### config.mk
export PLATFORM = sky130hd
export DESIGN_NAME = fpu
export DESIGN_NICKNAME = d
export VERILOG_FILES = /design/src/rtl/fpu.sv
export SDC_FILE = /design/constraint.sdc
export NUM_CORES = 2
export LEC_CHECK = 0
export ABC_AREA = 1
export CAP_MARGIN = 10
export CORE_ASPECT_RATIO = 1.4
export CORE_UTILIZATION = 25
export DETAILED_ROUTE_END_ITERATION = 8
export DONT_BUFFER_PORTS = 1
export MAX_ROUTING_LAYER = met4
export SLEW_MARGIN = 20
export SYNTH_ARGS = -nofsm -noshare
export SYNTH_HDL_FRONTEND = slang
export SYNTH_SLANG_ARGS = --single-unit
### constraint.sdc
create_clock -name clock -period 9.45 [get_ports clock]
set_clock_uncertainty 0.15 [all_clocks]
set_input_delay 1.89 -clock clock [delete_from_list [all_inputs] [get_ports clock]]
set_output_delay 1.89 -clock clock [all_outputs]
set_load 0.01 [all_outputs]
### src/rtl/fpu.sv
// Multi-cycle binary32 add/sub/mul/div unit behind a request/acknowledge handshake.
// The divider is built only when FPU_DIV_EN is defined; otherwise DIV is a reserved opcode.
module fpu (
  input  logic        clock,
  input  logic        reset,
  input  logic [3:0]  operation,
  input  logic [31:0] data_a,
  input  logic [31:0] data_b,
  input  logic        input_rdy,
  output logic        input_ack,
  output logic        output_rdy,
  input  logic        output_ack,
  output logic [31:0] result
);

  typedef enum logic [2:0] {
    IDLE, UNPACK, SPECIAL, COMPUTE, NORMALIZE, DONE
  } state_t;

  localparam logic [3:0] OP_ADD = 4'd0;
  localparam logic [3:0] OP_SUB = 4'd1;
  localparam logic [3:0] OP_MUL = 4'd2;
  localparam logic [3:0] OP_DIV = 4'd3;
  localparam logic [31:0] QNAN = 32'hFFFF_FFFF;

  state_t state, state_nx;

  logic [3:0]  op;
  logic [31:0] a_q, b_q;
  logic        sa, sb;
  logic [7:0]  ea, eb;
  logic [23:0] ma, mb;
  logic        r_sign;
  logic signed [10:0] r_exp;
  logic [24:0] r_mant;

  logic is_add, is_mul, is_div, reserved, sbe, sx;
  logic a_nan, b_nan, a_inf, b_inf, a_zero, b_zero;
  logic        spec_hit;
  logic [31:0] spec_val;
  logic        compute_done;

  assign is_add = (op == OP_ADD) || (op == OP_SUB);
  assign is_mul = (op == OP_MUL);
  assign is_div = (op == OP_DIV);
  assign sbe    = sb ^ (op == OP_SUB);
  assign sx     = sa ^ sb;
`ifdef FPU_DIV_EN
  assign reserved = (op > OP_DIV);
`else
  assign reserved = (op > OP_MUL);
`endif

  assign a_nan  = (&ea) && (|a_q[22:0]);
  assign b_nan  = (&eb) && (|b_q[22:0]);
  assign a_inf  = (&ea) && !(|a_q[22:0]);
  assign b_inf  = (&eb) && !(|b_q[22:0]);
  assign a_zero = (ea == 8'd0);
  assign b_zero = (eb == 8'd0);

  // First match wins, so this decoder must stay priority-ordered.
  always_comb begin
    spec_hit = 1'b1;
    spec_val = '0;
    priority case (1'b1)
      a_nan || b_nan || reserved
        || (is_add && a_inf && b_inf && (sa != sbe))
        || (is_mul && ((a_zero && b_inf) || (a_inf && b_zero)))
        || (is_div && ((a_zero && b_zero) || (a_inf && b_inf))):
        spec_val = QNAN;
      is_add && a_inf:
        spec_val = {sa, 8'hFF, 23'd0};
      is_add && b_inf:
        spec_val = {sbe, 8'hFF, 23'd0};
      is_mul && (a_inf || b_inf):
        spec_val = {sx, 8'hFF, 23'd0};
      is_div && (b_zero || a_inf):
        spec_val = {sx, 8'hFF, 23'd0};
      is_div && b_inf:
        spec_val = {sx, 31'd0};
      is_add && a_zero:
        spec_val = {sbe, eb, mb[22:0]};
      is_add && b_zero:
        spec_val = {sa, ea, ma[22:0]};
      (is_mul || is_div) && (a_zero || b_zero):
        spec_val = {sx, 31'd0};
      default:
        spec_hit = 1'b0;
    endcase
  end

  logic        a_big, add_sign;
  logic [23:0] big_m, small_m, aligned;
  logic [7:0]  big_e, small_e, diff;
  logic [24:0] add_mant;

  always_comb begin
    a_big    = (ea > eb) || ((ea == eb) && (ma >= mb));
    big_m    = a_big ? ma : mb;
    small_m  = a_big ? mb : ma;
    big_e    = a_big ? ea : eb;
    small_e  = a_big ? eb : ea;
    diff     = big_e - small_e;
    aligned  = (diff >= 8'd25) ? 24'd0 : (small_m >> diff);
    add_sign = a_big ? sa : sbe;
    if (sa == sbe)
      add_mant = {1'b0, big_m} + {1'b0, aligned};
    else
      add_mant = {1'b0, big_m} - {1'b0, aligned};
  end

  logic [24:0] prod_hi;
  assign prod_hi = 25'(({24'd0, ma} * {24'd0, mb}) >> 23);

`ifdef FPU_DIV_EN
  logic [25:0] rem, rem_sub, rem_nx;
  logic [25:0] quo, quo_nx;
  logic [4:0]  cnt;
  logic        ge;

  always_comb begin
    ge      = (rem >= {2'b0, mb});
    rem_sub = ge ? (rem - {2'b0, mb}) : rem;
    rem_nx  = 26'(rem_sub << 1);
    quo_nx  = {quo[24:0], ge};
  end

  assign compute_done = !is_div || (cnt == 5'd25);
`else
  assign compute_done = 1'b1;
`endif

  logic [4:0]  lz;
  logic [22:0] norm_m;
  logic signed [10:0] norm_e;
  logic [31:0] norm_val;

  always_comb begin
    lz = 5'd0;
    for (int i = 0; i < 24; i++)
      if (r_mant[i]) lz = 5'(23 - i);
    if (r_mant[24]) begin
      norm_m = 23'(r_mant >> 1);
      norm_e = r_exp + 11'sd1;
    end else begin
      norm_m = 23'(r_mant << lz);
      norm_e = r_exp - $signed({6'd0, lz});
    end
    if (r_mant == 25'd0)
      norm_val = 32'd0;
    else if (norm_e >= 11'sd255)
      norm_val = {r_sign, 8'hFF, 23'd0};
    else if (norm_e <= 11'sd0)
      norm_val = {r_sign, 31'd0};
    else
      norm_val = {r_sign, norm_e[7:0], norm_m};
  end

  always_ff @(posedge clock or posedge reset) begin
    if (reset) state <= IDLE;
    else       state <= state_nx;
  end

  always_comb begin
    state_nx = state;
    unique case (state)
      IDLE:      if (input_rdy) state_nx = UNPACK;
      UNPACK:    state_nx = SPECIAL;
      SPECIAL:   state_nx = spec_hit ? DONE : COMPUTE;
      COMPUTE:   if (compute_done) state_nx = NORMALIZE;
      NORMALIZE: state_nx = DONE;
      DONE:      if (output_ack) state_nx = IDLE;
      default:   state_nx = IDLE;
    endcase
  end

  always_comb begin
    input_ack  = (state != IDLE);
    output_rdy = (state == DONE);
  end

  always_ff @(posedge clock or posedge reset) begin
    if (reset) begin
      op     <= '0;
      a_q    <= '0;
      b_q    <= '0;
      sa     <= 1'b0;
      sb     <= 1'b0;
      ea     <= '0;
      eb     <= '0;
      ma     <= '0;
      mb     <= '0;
      r_sign <= 1'b0;
      r_exp  <= '0;
      r_mant <= '0;
      result <= '0;
`ifdef FPU_DIV_EN
      rem    <= '0;
      quo    <= '0;
      cnt    <= '0;
`endif
    end else begin
      unique case (state)
        IDLE: if (input_rdy) begin
          op  <= operation;
          a_q <= data_a;
          b_q <= data_b;
        end
        UNPACK: begin
          sa <= a_q[31];
          sb <= b_q[31];
          ea <= a_q[30:23];
          eb <= b_q[30:23];
          ma <= (|a_q[30:23]) ? {1'b1, a_q[22:0]} : 24'd0;
          mb <= (|b_q[30:23]) ? {1'b1, b_q[22:0]} : 24'd0;
        end
        SPECIAL: begin
          if (spec_hit) result <= spec_val;
`ifdef FPU_DIV_EN
          rem <= {2'b0, ma};
          quo <= '0;
          cnt <= '0;
`endif
        end
        COMPUTE: begin
          if (is_add) begin
            r_sign <= add_sign;
            r_exp  <= $signed({3'd0, big_e});
            r_mant <= add_mant;
          end else if (is_mul) begin
            r_sign <= sx;
            r_exp  <= $signed({3'd0, ea}) + $signed({3'd0, eb}) - 11'sd127;
            r_mant <= prod_hi;
          end
`ifdef FPU_DIV_EN
          else if (is_div) begin
            // q[25] carries weight 1, placed at bit 24 so exponent is one lower.
            rem    <= rem_nx;
            quo    <= quo_nx;
            cnt    <= cnt + 5'd1;
            r_sign <= sx;
            r_exp  <= $signed({3'd0, ea}) - $signed({3'd0, eb}) + 11'sd126;
            r_mant <= quo_nx[25:1];
          end
`endif
        end
        NORMALIZE: result <= norm_val;
        DONE: ;
        default: ;
      endcase
    end
  end

endmodule

==> results.cfg <==
[setup_path]
reg2reg_depth = 53
crit_type = reg2reg
timing.rr.end = r_mant[23]
cp-endpoint = r_mant[23]
path_common_cell = nand2_1
worst_setup_path_end_kind = register
slowest_delay_ns = 0.59
critPathLaunch = mb[22]
critPathSlowestCell = a21boi_0
arrival_ns = 8.97
start_kind = register
worstPathRequired_ns = 9.82
r2r_start = mb[22]
cp_num_buf_inv = 5
r2r_slack_ns = 0.85
crit_family = simple AND/OR/NAND/NOR gates
crit_fanout = 19
critical_path_depth = 53

[logic_synthesis]
ys_ff_latch = 205
netlist.area_leader.share_pct = 28.0
synth_edf_count = 0
synth_flop_cell = dfrtp_1
synth_top_area_cell = fa_1
syn-cell-area_mm2 = 0.0346
ys_seq_area_share_pct = 14.8
ys_warn_count = 0
synth_cell_types = 60
synth_area_per_cell_um2 = 7.41
syn_nets = 5509
synthArstFlopShare_pct = 100
syn_inst = 4675
synth_area_leaders = fa_1 28%, dfrtp_1 15%, nand2_1 12%

[sta]
slew_headroom_pct = 34.0
final_max_slew_viol_count = 0
rsz0062_at_grt = false
clock.fmax_ghz = 0.116
worstMarginPinSlew_ns = 0.979
finalSetupTns_ns = 0
final_hold_viol_count = 0
finalCritPeriodShare_pct = 91.0
setup_viol = 0
layout_min_cycle_time_ns = 8.60

[job]
cap_violations = 0

[floorplan]
rows = 161
dieArea_mm2 = 0.140
fp.dieW_um = 317
coreArea_mm2 = 0.138
pin_count = 106
start_util_pct = 25.2
die_h_um = 442

[routing]
remaining_drc_errors = 0
dr.pass1.iters = 5
drt_iter0_drc = 2405
wl_per_cell_um = 19.8
vias_per_cell = 4.88
num_vias = 30900
ant_nets = 0
routed_wl_um = 125000

[clock_tree]
cts_buffer_depth = 3
cts.hold.buffers_added = 0
cts_max_level = 1
root_buffer = clkbuf_16
cts_tree = built
cts_made_buffers = 26
cts.sinks = 205
clk_pin_slew_ns = 0.06
clkLatencyLatePin_ns = 0.60

[worst_hold_path]
hp-start = b_q[23]
hold_path.class = reg2reg

[layout]
nFillCells = 15100
layout-drive-gt1-share_pct = 4.78
nets = 5360
syn_to_final_growth_pct = 7.86

[grt]
grt_pass1_wl_um = 192000
grt_pass1_vias = 32300
grt_usage_pct = 18.5
antenna_found_initial = 4
grt_max_degree = 97
grt_overflow = 0

[run_status]
status = completed

[placed_design]
place.gp.congestion = 0.995
io_buffer_count = 0
dp_hpwl_um = 96200
-- synth_stat cells (5+ instances only) --
master and number:
a21oi_1 243, buf_2 13, nand2_1 1086, nand3_2 14
dfrtp_1 205, inv_2 11, clkbuf_1 224, o221ai_1 6
a21o_1 5, a221oi_1 9, a31oi_1 37, inv_1 969
nor3_1 26, nand4_1 52, clkinv_1 5, xnor2_1 18
nand2_2 16, o21bai_1 6, ha_1 278, o31ai_1 7
nor4_1 17, o32ai_1 5, buf_1 14, o22ai_1 55
or2_2 17, o211ai_1 20, nor2_2 6, fa_1 484
nor2_1 243, xor2_1 29, o21ai_0 303, o21ai_1 8
nand3_1 187, mux2_2 9
-- final cells by class --
| class | instances | area (um2) | share of cell area (%) |
|---|---|---|---|
| clock buffer | 34 | 732 | 1.96 |
| timing repair buffer | 78 | 586 | 1.57 |
| tap | 1793 | 2240 | 6.01 |
| inverter | 985 | 3700 | 9.92 |
| clock inverter | 9 | 82.6 | 0.221 |
| sequential | 205 | 5130 | 13.7 |
| antenna | 4 | 10.0 | 0.0268 |
| multi-input combinational | 3230 | 24900 | 66.6 |
-- per-layer routing --
metal  vias up  routed length [um]  part of all wire, %  track usage (%)
met2      1137               64300                   51             32.6
met4         0                7760                  6.2             10.1
li1      14100                   -                    -                -
met5         -                   0                    0                -
met3       394                6830                  5.4             2.17
met1     15300               46500                   37             20.1
-- cell usage in the layout, fill, tap and decap left out, types with 5 or more instances in the layout --
master / count
nand2_1: 1086
inv_1: 968
fa_1: 484
o21ai_0: 303
ha_1: 278
a21oi_1: 243
nor2_1: 241
dfrtp_1: 205
nand3_1: 186
buf_4: 78
o22ai_1: 55
nand4_1: 52
a31oi_1: 37
xor2_1: 28
clkbuf_16: 27
nor3_1: 25
o211ai_1: 20
xnor2_1: 18
nor4_1: 17
or2_2: 17
nand2_2: 15
nand3_2: 14
inv_2: 11
mux2_2: 9
a221oi_1: 9
nor2_2: 7
o31ai_1: 7
o221ai_1: 6
o21bai_1: 6
clkinv_1: 5
o21ai_1: 5
a21o_1: 5
o32ai_1: 5
-- repair_timing --
item                                   4_1_cts  5_1_grt
endpoints found under the hold margin        0        0
gates resized for setup                      0        2
setup buffers                                0        0
setup endpoints to repair                    0        2
-- stage by stage --
| stage | instances | cell area, um2 | hold slack, ns | util [%] | worst slack, ns |
|---|---|---|---|---|---|
| 2_1_floorplan | 4675 | 34600 | 0.293 | - | 1.81 |
| 3_5_place_dp | 6291 | 36500 | 0.327 | 26.5 | 0.833 |
| 5_1_grt | 6337 | 37400 | 0.384 | 27.1 | 0.0162 |
| 4_1_cts | 6334 | 37300 | 0.341 | 27.1 | 0.818 |
| 6_report | 6338 | 37400 | 0.336 | 27.2 | 0.852 |
| 3_3_place_gp | 6291 | 36500 | 0.321 | 26.5 | 0.866 |
-- kinds of logic (layout without fill, tap and decap cells) --
| group | count (synthesis) | count (layout) | synth area share (%) |
|---|---|---|---|
| mux | 11 | 11 | 0.350 |
| compound gates | 723 | 723 | 11.5 |
| xor+xnor | 50 | 50 | 1.33 |
| other cells | 0 | 4 | 0 |
| simple gates | 1684 | 1684 | 20.5 |
| buf+inv | 1240 | 1106 | 13.6 |
| flops | 205 | 205 | 14.8 |
| fa+ha+maj | 762 | 762 | 38.0 |
-- how the worst min path moves through the flow --
| stage | to | slack [ns] | cells after the start |
|---|---|---|---|
| finish | eb[0] | 0.34 | 2 |
| detailed placement | r_exp[2] | 0.33 | 2 |
| global placement | eb[0] | 0.32 | 2 |
| floorplan | sb | 0.29 | 2 |
| global route | r_exp[2] | 0.38 | 2 |
| CTS | eb[0] | 0.34 | 2 |
-- state kept, by name (all words and copies together), names as in the netlist --
name,cells
a_q,32
b_q,32
result,32
r_mant,25
ma,24
mb,24
r_exp,10
ea,8
eb,8
op,4
state,3
r_sign,1
sa,1
sb,1
-- worst reg2reg max path, delay by kind of cell (launching register included) --
| kind | cells | cell delay, ns |
|---|---|---|
| compound gates | 7 | 1.82 |
| simple gates | 36 | 4.33 |
| buf+inv | 5 | 0.59 |
| fa+ha+maj | 4 | 1.11 |
| xor+xnor | 1 | 0.18 |
| flops | 1 | 0.35 |
Power is not shown: default switching activity piles up to over one toggle a cycle in this logic, so the estimate is an artifact.
